**config.mk**
```make
export PLATFORM = sky130hd
export DESIGN_NAME = shared_alu_scheduler
export DESIGN_NICKNAME = d
export VERILOG_FILES = /design/src/rtl/shared_alu_pkg.sv /design/src/rtl/shared_alu_scheduler_divider.sv /design/src/rtl/shared_alu_scheduler.sv
export SDC_FILE = /design/constraint.sdc
export NUM_CORES = 2
export LEC_CHECK = 0
export ABC_AREA = 1
export CAP_MARGIN = 20
export CELL_PAD_IN_SITES_DETAIL_PLACEMENT = 0
export CELL_PAD_IN_SITES_GLOBAL_PLACEMENT = 1
export CORE_MARGIN = 8
export CORE_UTILIZATION = 45
export CTS_CLUSTER_DIAMETER = 100
export DETAILED_ROUTE_END_ITERATION = 10
export DONT_BUFFER_PORTS = 1
export PLACE_DENSITY = 0.85
export SYNTH_ARGS = -nofsm -noshare
export SYNTH_HDL_FRONTEND = slang
export SYNTH_SLANG_ARGS = --single-unit
```
**constraint.sdc**
```tcl
create_clock -name clock -period 10.2 [get_ports clock]
set_clock_uncertainty 0.2 [all_clocks]
set_input_delay 2.04 -clock clock [delete_from_list [all_inputs] [get_ports clock]]
set_output_delay 2.04 -clock clock [all_outputs]
set_load 0.05 [all_outputs]
```
**src/rtl/shared_alu_pkg.sv**
```systemverilog
// Shared ALU scheduler package: opcodes, FSM states and the round-robin
// grant helper. SHARED_ALU_CLOG2_EN enables opcode 5 (CLOG2) in the scheduler.
package shared_alu_pkg;

  localparam int OPCODE_WIDTH   = 3;
  localparam int MAX_REQUESTERS = 16;

  typedef enum logic [OPCODE_WIDTH-1:0] {
    OP_ADD   = 3'd0,
    OP_SUB   = 3'd1,
    OP_MUL   = 3'd2,
    OP_DIV   = 3'd3,
    OP_MOD   = 3'd4,
    OP_CLOG2 = 3'd5
  } opcode_e;

  typedef enum logic [1:0] {
    IDLE,
    EXECUTE,
    RESPOND
  } state_e;

  typedef struct packed {
    logic       found;
    logic [3:0] idx;
  } grant_t;

  // First asserted valid at or above ptr, wrapping within n clients.
  function automatic grant_t rr_grant(input logic [MAX_REQUESTERS-1:0] valid,
                                      input logic [3:0] ptr,
                                      input int n);
    grant_t     g;
    logic [4:0] k;
    g = '0;
    for (int i = 0; i < MAX_REQUESTERS; i++) begin
      if (i < n) begin
        k = {1'b0, ptr} + 5'(i);
        if (k >= 5'(n)) k = k - 5'(n);
        if (!g.found && valid[k[3:0]]) begin
          g.found = 1'b1;
          g.idx   = k[3:0];
        end
      end
    end
    return g;
  endfunction

endpackage

```
**src/rtl/shared_alu_scheduler_divider.sv**
```systemverilog
// Restoring divider: one quotient bit per clock, DATA_WIDTH clocks per
// division. done pulses for one cycle once quotient/remainder are final.
module iterative_divider #(
  parameter int DATA_WIDTH = 32
) (
  input  logic                  clock,
  input  logic                  reset,
  input  logic                  start,
  input  logic [DATA_WIDTH-1:0] dividend,
  input  logic [DATA_WIDTH-1:0] divisor,
  output logic                  busy,
  output logic                  done,
  output logic [DATA_WIDTH-1:0] quotient,
  output logic [DATA_WIDTH-1:0] remainder
);

  localparam int CW = $clog2(DATA_WIDTH + 1);

  logic [DATA_WIDTH-1:0] rem_q, quo_q, dvs_q;
  logic [CW-1:0]         count_q;
  logic                  busy_q, done_q;
  logic [DATA_WIDTH:0]   shifted, diff;

  // Trial subtraction of the divisor from the shifted partial remainder.
  always_comb begin
    shifted = {rem_q, quo_q[DATA_WIDTH-1]};
    diff    = shifted - {1'b0, dvs_q};
  end

  // Load on start, then shift in one quotient bit per cycle.
  always_ff @(posedge clock or negedge reset) begin
    if (!reset) begin
      rem_q   <= '0;
      quo_q   <= '0;
      dvs_q   <= '0;
      count_q <= '0;
      busy_q  <= 1'b0;
      done_q  <= 1'b0;
    end else begin
      done_q <= 1'b0;
      if (start && !busy_q) begin
        rem_q   <= '0;
        quo_q   <= dividend;
        dvs_q   <= divisor;
        count_q <= CW'(DATA_WIDTH);
        busy_q  <= 1'b1;
      end else if (busy_q) begin
        if (!diff[DATA_WIDTH]) begin
          rem_q <= diff[DATA_WIDTH-1:0];
          quo_q <= {quo_q[DATA_WIDTH-2:0], 1'b1};
        end else begin
          rem_q <= shifted[DATA_WIDTH-1:0];
          quo_q <= {quo_q[DATA_WIDTH-2:0], 1'b0};
        end
        count_q <= count_q - 1'b1;
        if (count_q == CW'(1)) begin
          busy_q <= 1'b0;
          done_q <= 1'b1;
        end
      end
    end
  end

  assign busy      = busy_q;
  assign done      = done_q;
  assign quotient  = quo_q;
  assign remainder = rem_q;

endmodule

```
**src/rtl/shared_alu_scheduler.sv**
```systemverilog
// Round-robin scheduler sharing one add/sub/mul/div/mod unit between clients.
// Define SHARED_ALU_CLOG2_EN to enable opcode 5 (ceil(log2(a))).
//
// state   | meaning
// IDLE    | granting the next requester (req_ready live for the grantee)
// EXECUTE | computing; divides wait here for the iterative divider
// RESPOND | resp_valid high, outputs held until resp_ready
module shared_alu_scheduler
  import shared_alu_pkg::*;
#(
  parameter int N_REQUESTERS = 4,
  parameter int DATA_WIDTH   = 32,
  parameter int ID_WIDTH     = $clog2(N_REQUESTERS)
) (
  input  logic                               clock,
  input  logic                               reset,
  input  logic [N_REQUESTERS-1:0]            req_valid,
  output logic [N_REQUESTERS-1:0]            req_ready,
  input  logic [OPCODE_WIDTH*N_REQUESTERS-1:0] req_opcode,
  input  logic [DATA_WIDTH*N_REQUESTERS-1:0] req_a,
  input  logic [DATA_WIDTH*N_REQUESTERS-1:0] req_b,
  output logic                               resp_valid,
  input  logic                               resp_ready,
  output logic [ID_WIDTH-1:0]                resp_id,
  output logic [DATA_WIDTH-1:0]              resp_result,
  output logic                               resp_error
);

  state_e                    state_q, state_d;
  logic [ID_WIDTH-1:0]       ptr_q, id_q, sel_id;
  logic [OPCODE_WIDTH-1:0]   op_q, sel_op;
  logic [DATA_WIDTH-1:0]     a_q, b_q, sel_a, sel_b;
  logic [DATA_WIDTH-1:0]     result_q, alu_result, div_quo, div_rem;
  logic                      error_q, alu_error;
  logic                      div_start, div_busy, div_done, div_path;
  logic [MAX_REQUESTERS-1:0] valid_ext;
  grant_t                    gnt;

  assign valid_ext = MAX_REQUESTERS'(req_valid);
  assign gnt       = rr_grant(valid_ext, 4'(ptr_q), N_REQUESTERS);
  assign sel_id    = ID_WIDTH'(gnt.idx);
  assign sel_op    = req_opcode[int'(sel_id)*OPCODE_WIDTH +: OPCODE_WIDTH];
  assign sel_a     = req_a[int'(sel_id)*DATA_WIDTH +: DATA_WIDTH];
  assign sel_b     = req_b[int'(sel_id)*DATA_WIDTH +: DATA_WIDTH];

  // The divider is launched on the grant edge so its DATA_WIDTH steps overlap EXECUTE.
  assign div_start = (state_q == IDLE) && gnt.found &&
                     ((sel_op == OP_DIV) || (sel_op == OP_MOD)) && (sel_b != '0);
  assign div_path  = ((op_q == OP_DIV) || (op_q == OP_MOD)) && (b_q != '0);

  iterative_divider #(.DATA_WIDTH(DATA_WIDTH)) u_divider (
    .clock     (clock),
    .reset     (reset),
    .start     (div_start),
    .dividend  (sel_a),
    .divisor   (sel_b),
    .busy      (div_busy),
    .done      (div_done),
    .quotient  (div_quo),
    .remainder (div_rem)
  );

  // Ready only for the current grantee while idle and out of reset.
  always_comb begin
    req_ready = '0;
    for (int i = 0; i < N_REQUESTERS; i++) begin
      req_ready[i] = reset && (state_q == IDLE) && gnt.found && (gnt.idx == 4'(i));
    end
  end

`ifdef SHARED_ALU_CLOG2_EN
  logic [DATA_WIDTH-1:0] a_m1, clog2_val;

  // ceil(log2(a)) is one past the leading one of a-1; a of 0 or 1 gives 0.
  always_comb begin
    a_m1      = a_q - 1'b1;
    clog2_val = '0;
    for (int i = 0; i < DATA_WIDTH; i++) begin
      if (a_m1[i]) clog2_val = DATA_WIDTH'(i + 1);
    end
    if (a_q == '0) clog2_val = '0;
  end
`endif

  // Single-cycle results, including the divide-by-zero shortcuts.
  always_comb begin
    alu_result = '0;
    alu_error  = 1'b0;
    case (op_q)
      OP_ADD: alu_result = a_q + b_q;
      OP_SUB: alu_result = a_q - b_q;
      OP_MUL: alu_result = a_q * b_q;
      OP_DIV: begin
        alu_result = '1;
        alu_error  = 1'b1;
      end
      OP_MOD: begin
        alu_result = a_q;
        alu_error  = 1'b1;
      end
`ifdef SHARED_ALU_CLOG2_EN
      OP_CLOG2: alu_result = clog2_val;
`endif
      default: alu_error = 1'b1;
    endcase
  end

  // Next state: divides hold EXECUTE while the divider is stepping.
  always_comb begin
    state_d = state_q;
    case (state_q)
      IDLE:    if (gnt.found) state_d = EXECUTE;
      EXECUTE: if (!(div_path && div_busy)) state_d = RESPOND;
      RESPOND: if (resp_ready) state_d = IDLE;
      default: state_d = IDLE;
    endcase
  end

  // State, pointer, captured request and registered result.
  always_ff @(posedge clock or negedge reset) begin
    if (!reset) begin
      state_q  <= IDLE;
      ptr_q    <= '0;
      id_q     <= '0;
      op_q     <= '0;
      a_q      <= '0;
      b_q      <= '0;
      result_q <= '0;
      error_q  <= 1'b0;
    end else begin
      state_q <= state_d;
      case (state_q)
        IDLE: begin
          if (gnt.found) begin
            id_q  <= sel_id;
            op_q  <= sel_op;
            a_q   <= sel_a;
            b_q   <= sel_b;
            ptr_q <= (sel_id == ID_WIDTH'(N_REQUESTERS - 1)) ? '0 : sel_id + 1'b1;
          end
        end
        EXECUTE: begin
          if (div_path) begin
            if (div_done) begin
              result_q <= (op_q == OP_MOD) ? div_rem : div_quo;
              error_q  <= 1'b0;
            end
          end else begin
            result_q <= alu_result;
            error_q  <= alu_error;
          end
        end
        default: ;
      endcase
    end
  end

  assign resp_valid  = (state_q == RESPOND);
  assign resp_id     = id_q;
  assign resp_result = result_q;
  assign resp_error  = error_q;

endmodule
```
==> flow_metrics.tcl <==
set metrics [dict create \
    rsz0062_at_grt "no" \
    antenna_found_initial 3 \
    yosys.area_share.simple 0.2318 \
    synth_compound_area_frac 0.1154 \
    dp_hpwl_um 93470 \
    ant_nets 0 \
    synthFlopType "dfrtp_1" \
    h-tree-depth 1 \
    area_delta_synth_final_pct 4.762 \
    cp-end-kind "register" \
    ys_warn_count 0 \
    grt_usage 0.2848 \
    muxShareOfSynthArea 0 \
    crit_fanout 21 \
    synthCells 4818 \
    async_flop_share 1.000 \
    viasPerCell 5.437 \
    initial_core_util 0.4526 \
    slowest_stage "dfrtp_1" \
    grt_overflow 0 \
    core_area_um2 74200 \
    syn_area_um2 33580 \
    post_cts_resized 0 \
    setup_viol 0 \
    relSlewSlack 0.2527 \
    dieArea_um2 83620 \
    synth_edf_count 0 \
    clkLatencyLatePin_ps 550 \
    arrival_ps 8340 \
    ys_seq_area_frac 0.1565 \
    post_cts_buffers 0 \
    final_cell_mix "nand2_1, inv_1, fa_1" \
    yosys.area_share.adder 0.3178 \
    detail_route.wirelength_um 118700 \
    io_buffers 0 \
    synth-seq-cells 210 \
    cts_tree "yes" \
    cts_buffer_depth 3 \
    io_pins 315 \
    drive_gt1_frac 0.03296 \
    die_width_um 289.2 \
    max_freq_mhz 123.0 \
    drt_iter0_drc 2640 \
    period_share 0.7972 \
    startpoint_type "register" \
    cp_slowest_stage_delay_ps 1080 \
    placementRows 100 \
    avgSynthCellArea_um2 6.970 \
    yosys.area_share.xor_xnor 0.02400 \
    hold_class "reg2reg" \
    drv_slew 0 \
    cts_hold_buffers 0 \
    fin_crit_ps 8132 \
    grt_first_pass_wirelength_um 183600 \
    die_h_um 289.2 \
    synth_nets 5700 \
    clock-root-buffer "clkbuf_16" \
    tightestPinTransition_ps 1121 \
    crit_type "reg2reg" \
    maxCapViolations 0 \
    setup_tns_ps 0 \
    wl_per_cell_um 21.03 \
    finalHoldViolations 0 \
    vias 30690 \
    worstPathRequired_ps 10410 \
    yosysUniqueCellTypes 46 \
    fin_nets 5537 \
    routabilityCongestion 0.9756 \
    drtPass1Iterations 6 \
    grt_max_degree 212 \
    status "completed" \
    drc 0 \
    cts_made_buffers 25 \
    final_common_cell "nand2_1" \
    grt_pass1_vias 31280 \
    crit_top_cell "fa_1" \
    cts_sinks 210 \
    clkSlewWorstSetupHoldPaths_ps 60 \
    synth_top_family_by_area "adder cells" \
]
## final timing paths
| check | from | end | slack, ps | depth (start not counted) |
|---|---|---|---|---|
| hold / removal | u_divider.dvs_q[19]$_DFFE_PN0P_ | u_divider.dvs_q[19]$_DFFE_PN0P_ | 290 | 2 |
| min in group asynchronous | reset | u_divider.count_q[2]$_DFFE_PN0P_ | 990 | 0 |
| setup / recovery | a_q[13]$_DFFE_PN0P_ | resp_result[28]$_DFFE_PN0P_ | 2070 | 26 |
| max in group asynchronous | reset | a_q[3]$_DFFE_PN0P_ | 8300 | 0 |
| hold reg to reg | u_divider.dvs_q[19]$_DFFE_PN0P_ | u_divider.dvs_q[19]$_DFFE_PN0P_ | 290 | 2 |
| setup reg to reg | a_q[13]$_DFFE_PN0P_ | resp_result[28]$_DFFE_PN0P_ | 2070 | 26 |
## cells by family after synthesis
family / Yosys count
flip-flops: 210
adder cells (fa/ha/maj): 607
AO/OA/AOI/OAI: 696
XOR/XNOR: 92
buffers and inverters: 1350
AND/OR/NAND/NOR: 1863
## critical path, delay by kind of cell, from the launching register on
family / cells / cell delay [ps]
adder cells (fa/ha/maj): 9 / 4440
AND/OR/NAND/NOR: 10 / 1410
flip-flops: 1 / 1080
AO/OA/AOI/OAI: 4 / 610
buffers and inverters: 3 / 220
## synth_stat cells (all sizes together), types with 30 or more instances
cell	count	area [um^2]
nand3b	62	465.5
ha	197	2465
xnor2	30	262.8
nand3	238	1201
fa	410	8208
a21oi	185	925.9
buf	66	362.9
nand4	46	287.8
clkbuf	186	698.2
o21ai	340	1702
o211ai	48	360.4
dfrtp	210	5255
nand2	1214	4574
xor2	62	543.0
nor2	250	945.9
o22ai	34	212.7
inv	1096	4116
## area by class of cell
class                           instances  area [um^2]
Inverter                             1098         4125
Timing Repair Buffer                   62        530.5
Sequential cell                       210         5258
Tap cell                              969         1212
Clock inverter                         11        145.1
Fill cell                            7620        39020
Clock buffer                           34        729.5
Antenna cell                            3        7.507
Multi-Input combinational cell       3258        23170
## per-stage QoR
stage / util / hold slack [ps] / worst slack (ps) / instance area, um^2 / instances
finish: 0.4741 / 288.9 / 2068 / 35180 / 5645
global route: 0.4741 / 311.7 / 1681 / 35170 / 5643
CTS: 0.4727 / 289.6 / 2058 / 35080 / 5638
detailed placement: 0.4610 / 273.7 / 2104 / 34200 / 5593
global placement: 0.4610 / 268.6 / 2155 / 34200 / 5593
floorplan: - / 253.0 / 3026 / 33580 / 4818
## flip-flops by register name (all words and copies together), names as in the netlist, 3 cells and up
name                 count
a_q                     32
b_q                     32
resp_result             32
u_divider.dvs_q         32
u_divider.quotient      32
u_divider.remainder     32
u_divider.count_q        6
op_q                     3
## layer usage
metal / part of all wire / GRT usage / up-vias
li1: - / - / 14380
met5: 0 / 0 / -
met2: 0.47 / 0.4725 / 1213
met4: 0.065 / 0.1534 / 0
met1: 0.40 / 0.3629 / 14870
met3: 0.068 / 0.03285 / 238
Power is left out: the tool's default activity adds up to more than one toggle a clock period on the data nets, which glitch-free logic cannot reach.
